===== src/rtl/pipe_stage_reg.sv =====
// pipe_stage_reg: valid/ready pipeline-stage register with synchronous flush and a saturating stall counter.
// Optional feature: define PIPE_STAGE_SKID_EN to add a skid entry and make ready_o registered.
module pipe_stage_reg #(
  parameter int DATA_W = 32,
  parameter int CNT_W  = 16
) (
  input  logic              clk_i,
  input  logic              rst_ni,
  input  logic              valid_i,
  output logic              ready_o,
  input  logic [DATA_W-1:0] data_i,
  output logic              valid_o,
  input  logic              ready_i,
  output logic [DATA_W-1:0] data_o,
  input  logic              flush_i,
  output logic [CNT_W-1:0]  stall_cnt_o
);

  // Bit 0 marks the main entry valid, bit 1 the skid entry, so outputs decode straight from flops.
  typedef enum logic [1:0] {
    ST_EMPTY = 2'b00,
    ST_FULL  = 2'b01,
    ST_SKID  = 2'b11
  } state_e;

  state_e            state_q;
  logic [DATA_W-1:0] data_q;
  logic [CNT_W-1:0]  cnt_q, cnt_d;
  logic              in_xfer;

`ifdef PIPE_STAGE_SKID_EN
  logic [DATA_W-1:0] skid_q;

  assign ready_o = ~state_q[1];
`else
  assign ready_o = ~state_q[0] | ready_i;
`endif

  assign valid_o     = state_q[0];
  assign data_o      = data_q;
  assign stall_cnt_o = cnt_q;
  assign in_xfer     = valid_i & ready_o;

  // NOTE: payload flops are reset as well, because data_o must read zero straight out of reset.
  always_ff @(posedge clk_i or negedge rst_ni) begin
    if (!rst_ni) begin
      state_q <= ST_EMPTY;
      data_q  <= '0;
`ifdef PIPE_STAGE_SKID_EN
      skid_q  <= '0;
`endif
    end else if (flush_i) begin
      state_q <= ST_EMPTY;
      data_q  <= '0;
`ifdef PIPE_STAGE_SKID_EN
      skid_q  <= '0;
`endif
    end else begin
      // NOTE: non-blocking assignments so every flop here samples the pre-edge values.
      case (state_q)
        ST_EMPTY: begin
          if (in_xfer) begin
            state_q <= ST_FULL;
            data_q  <= data_i;
          end
        end
        ST_FULL: begin
`ifdef PIPE_STAGE_SKID_EN
          if (ready_i) begin
            if (in_xfer) data_q <= data_i;
            else         state_q <= ST_EMPTY;
          end else if (in_xfer) begin
            state_q <= ST_SKID;
            skid_q  <= data_i;
          end
`else
          // Input can only be taken here while ready_i is high, so this is pass-through.
          if (in_xfer)      data_q  <= data_i;
          else if (ready_i) state_q <= ST_EMPTY;
`endif
        end
`ifdef PIPE_STAGE_SKID_EN
        ST_SKID: begin
          if (ready_i) begin
            state_q <= ST_FULL;
            data_q  <= skid_q;
          end
        end
`endif
        default: state_q <= ST_EMPTY;
      endcase
    end
  end

  // NOTE: cnt_d gets its hold value first so no path through this block can infer a latch.
  always_comb begin
    cnt_d = cnt_q;
    if (valid_o && !ready_i && !(&cnt_q)) cnt_d = cnt_q + 1'b1;
  end

  always_ff @(posedge clk_i or negedge rst_ni) begin
    if (!rst_ni) cnt_q <= '0;
    else         cnt_q <= cnt_d;
  end

endmodule


===== config.mk =====
export PLATFORM = sky130hd
export DESIGN_NAME = pipe_stage_reg
export DESIGN_NICKNAME = d
export VERILOG_FILES = /design/src/rtl/pipe_stage_reg.sv
export SDC_FILE = /design/constraint.sdc
export NUM_CORES = 1
export LEC_CHECK = 0
export ABC_AREA = 1
export CAP_MARGIN = 20
export CORE_MARGIN = 5
export CORE_UTILIZATION = 45
export DETAILED_ROUTE_END_ITERATION = 8
export GPL_ROUTABILITY_DRIVEN = 0
export MAX_ROUTING_LAYER = met4
export PLACE_DENSITY = 0.81
export REMOVE_ABC_BUFFERS = 1
export SLEW_MARGIN = 15
export SYNTH_ARGS = -nofsm -noshare
export SYNTH_HDL_FRONTEND = slang
export SYNTH_SLANG_ARGS = --single-unit

===== constraint.sdc =====
create_clock -name clk_i -period 1.6 [get_ports clk_i]
set_input_delay 0.24 -clock clk_i [delete_from_list [all_inputs] [get_ports clk_i]]
set_output_delay 0.24 -clock clk_i [all_outputs]
set_load 0.05 [all_outputs]

==> metrics.md <==
| Metric | Value |
|---|---|
| Run status | finished, final reports clean |
| Setup Crit Path Kind | flop to flop |
| Area Overhead vs Synth | 44.1% |
| Clk pwr share | approximately 27% |
| Clk_skew | roughly 0.0057 ns |
| Die footprint | just under 7000 µm² |
| Initial Util | 46.5% |
| CP peak stage delay | ~0.36 ns |
| Flop pwr share | a little over two fifths |
| Crit end category | flop |
| Seq/Total Area, Yosys | between 50% and 60% |
| Final period utilization | between 90% and 100% |
| Largest net degree at the start of global routing | between 40 and 50 |
| GRT Util Overall | between 15 and 20% |
| Clock transition at path regs | 0.09 ns |
| FILL cells | 450 |
| FF+latch count, synth | between 40 and 50 |
| Minimum clock period | between 1 and 1.5 ns |
| Synth cell types | 26 |
| H-tree depth | 2 |
| Setup ws final | around 0.13 ns |
| Startpoint types | flop |
| HPWL Detailed | 4380 µm |
| Maximum clock rate | about 0.68 GHz |
| Internal Power | 0.00226 W |
| Worst r2r src | stall_cnt_o[0] |
| # rows | 26 |
| Setup slack at placement | 0.0928 ns |
| RR Endpoint | stall_cnt_o[3] |
| Transition time of the tightest slew-check pin | ~0.56 ns |
| Drt pass-1 iters | 4 |
| Final Core Density | between 60% and 70% |
| TritonCTS clock tree | yes |
| Root Buffer | clkbuf_8 |
| Req. time, crit path | approximately 1.8 ns |
| Most area-consuming cells after synthesis | dfrtp_1 (51%), nand2_1 (11%), nand3_1 (8.2%) |
| Final ANT Viol Nets | 0 |
| Vias in the first global route | approximately 2300 |
| Post-synth top area share | about half |
| Placed Cells | between 400 and 500 |
| Ant. Diodes | 0 |
| Final cell count without fillers | ~460 |
| Switching power | 0.00117 W |
| Commonest cells after routing, fill and taps aside | nand2_1 (73), buf_4 (52), dfrtp_1 (49) |
| Die X | between 80 and 90 µm |
| Max IR drop VDD | ~0.00074 V |
| Comb pwr share | approximately 31% |
| Clock Latency Late Sink | just over 0.3 ns |
| Total of max-cap violations | 0 |
| Arr. time, crit path | between 1.5 and 2 ns |
| Crit path max fanout | 13 |
| PwrDens | approximately 1000 nW/µm² |
| Final setup fails | 0 |
| Port Buffers | 86 |
| Yosys warns | 0 |
| Antenna violations before repair | 0 |
| Post-route DRC | 0 |
| Reg2reg path depth | 9 |
| Global-route wire length before repair | approximately 10000 µm |
| Syn Std Cell Area | roughly 2400 µm² |
| Pwr Total | around 0.0034 W |
| Clock tree buffer depth | 2 |
| Routed wire length | just under 6000 µm |
| R2R Setup Slk | between 0.1 and 0.15 ns |
| Via-per-instance ratio | between 4 and 5 |
| Syn Inst Count | 291 |
| Total number of vias | between 2000 and 2500 |
| Relative slew margins | a little over three fifths |
| Crit path cell chain | ha_2, nand3_2, inv_2, nand2_2, nor2_4, nor2_4, buf_12, nand2_1, nand2_1 |
| Most common cell after layout, fill and taps aside | nand2_1 |
| Leak Pwr | 1.67 nW |
| WL/cell | around 13 µm |
| Switch share | 34.2% |
| Chip Height | a little over 80 µm |
| Num CTS Buffers | 5 |
| Layout cells sized above 1 | a little over a fifth |
| Hold Crit Class | input port to async pin |
| Slowest stage cell, crit path | dfrtp_1 |
| Core area | about 5100 µm² |
| Max-slew violation count | 0 |
| GRT overflow | 0 |
| CTS sink cnt | 49 |
| DRT iter0 DRCs | 79 |
| Post-synthesis average cell area | just over 8 µm² |
| Final #Nets | around 420 |
| Number of top-level pins | between 80 and 90 |
| Final hold violation count | 0 |
| Cell taking the most area after synthesis | dfrtp_1 |
Yosys cell counts, drive strengths merged:
cell    instances
nand2          76
dfrtp          49
inv            44
nand3          40
o21ai          34
nor2           19
buf             8
nand4           7
xnor2           4
clkbuf          3
xor2            3
a21oi           1
clkinv          1
ha              1
nand3b          1
metal layers:
| metal | routed length [µm] | track usage, % | up-vias |
|---|---|---|---|
| met5 | 0 | - | - |
| met4 | 56 | 5.35 | 0 |
| met3 | 449 | 6.14 | 6 |
| met2 | 2850 | 30.7 | 70 |
| met1 | 2560 | 21.4 | 1020 |
| li1 | - | - | 1098 |
timing repair:
action                     CTS  global route
hold endpoints to repair    22             0
setup endpoints to repair    0            14
resized for setup            0             1
buffers inserted             0             1
hold buffers                 1             0
cell type report:
| class | count | area, µm² | area share, % |
|---|---|---|---|
| Clock buffer | 7 | 86.3 | 2.50 |
| Clock inverter | 1 | 30.0 | 0.871 |
| Inverter | 45 | 169 | 4.90 |
| Multi-Input combinational cell | 186 | 932 | 27.0 |
| Sequential cell | 49 | 1230 | 35.6 |
| Tap cell | 70 | 87.6 | 2.54 |
| Timing Repair Buffer | 97 | 916 | 26.6 |
flip-flops by register name, indices dropped and copies added, names as in the netlist:
signal and cells:
state_q 1, stall_cnt_o 16, data_o 32
critical path: cells and delay by family, from the launching register on:
family                     cells  cell delay (ns)
and+or+nand+nor                6             0.52
DFF                            1             0.36
buffers and inverters          2             0.25
adders and majority gates      1             0.24
power by group through the flow:
stage | clock [W] | sequential, W | combinational (W)
5_1_grt | 0.000984 | 0.00147 | 0.00112
6_report | 0.000935 | 0.00145 | 0.00105
2_1_floorplan | 0 | 0.00183 | 0.000197
3_5_place_dp | 0 | 0.00147 | 0.00105
4_1_cts | 0.000943 | 0.00145 | 0.00105
3_3_place_gp | 0 | 0.00147 | 0.00103
through the flow:
step           TNS (ns)  hold WS [ns]  cell area (µm²)
2_1_floorplan    -13.79       -0.0556             2320
3_3_place_gp          0         0.267             3300
3_5_place_dp          0         0.269             3300
4_1_cts               0         0.472             3420
5_1_grt        -0.00407         0.513             3450
6_report              0         0.457             3450
kinds of logic (layout without fill, tap and decap cells):
family / after synthesis / after routing / share of synthesized area, %
AOI/OAI and AO/OA: 35 / 35 / 7.79
xor gates and xnor gates: 7 / 7 / 2.56
adders and majority gates: 1 / 1 / 0.523
buffers and inverters: 56 / 150 / 9.88
DFF: 49 / 49 / 51.3
and+or+nand+nor: 143 / 143 / 28.0
worst max-delay path by stage:
stage | start | endpoint | slack (ns) | depth (start not counted)
detailed placement | ready_i | stall_cnt_o[15] | 0.09 | 10
CTS | stall_cnt_o[0] | stall_cnt_o[3] | 0.07 | 8
floorplan | state_q[0] | data_o[30] | -0.38 | 5
global route | stall_cnt_o[0] | stall_cnt_o[11] | -0.004 | 9
finish | stall_cnt_o[0] | stall_cnt_o[3] | 0.13 | 9
global placement | ready_i | data_o[4] | 0.13 | 8
Note: power is estimated with default switching activity, not from simulation.
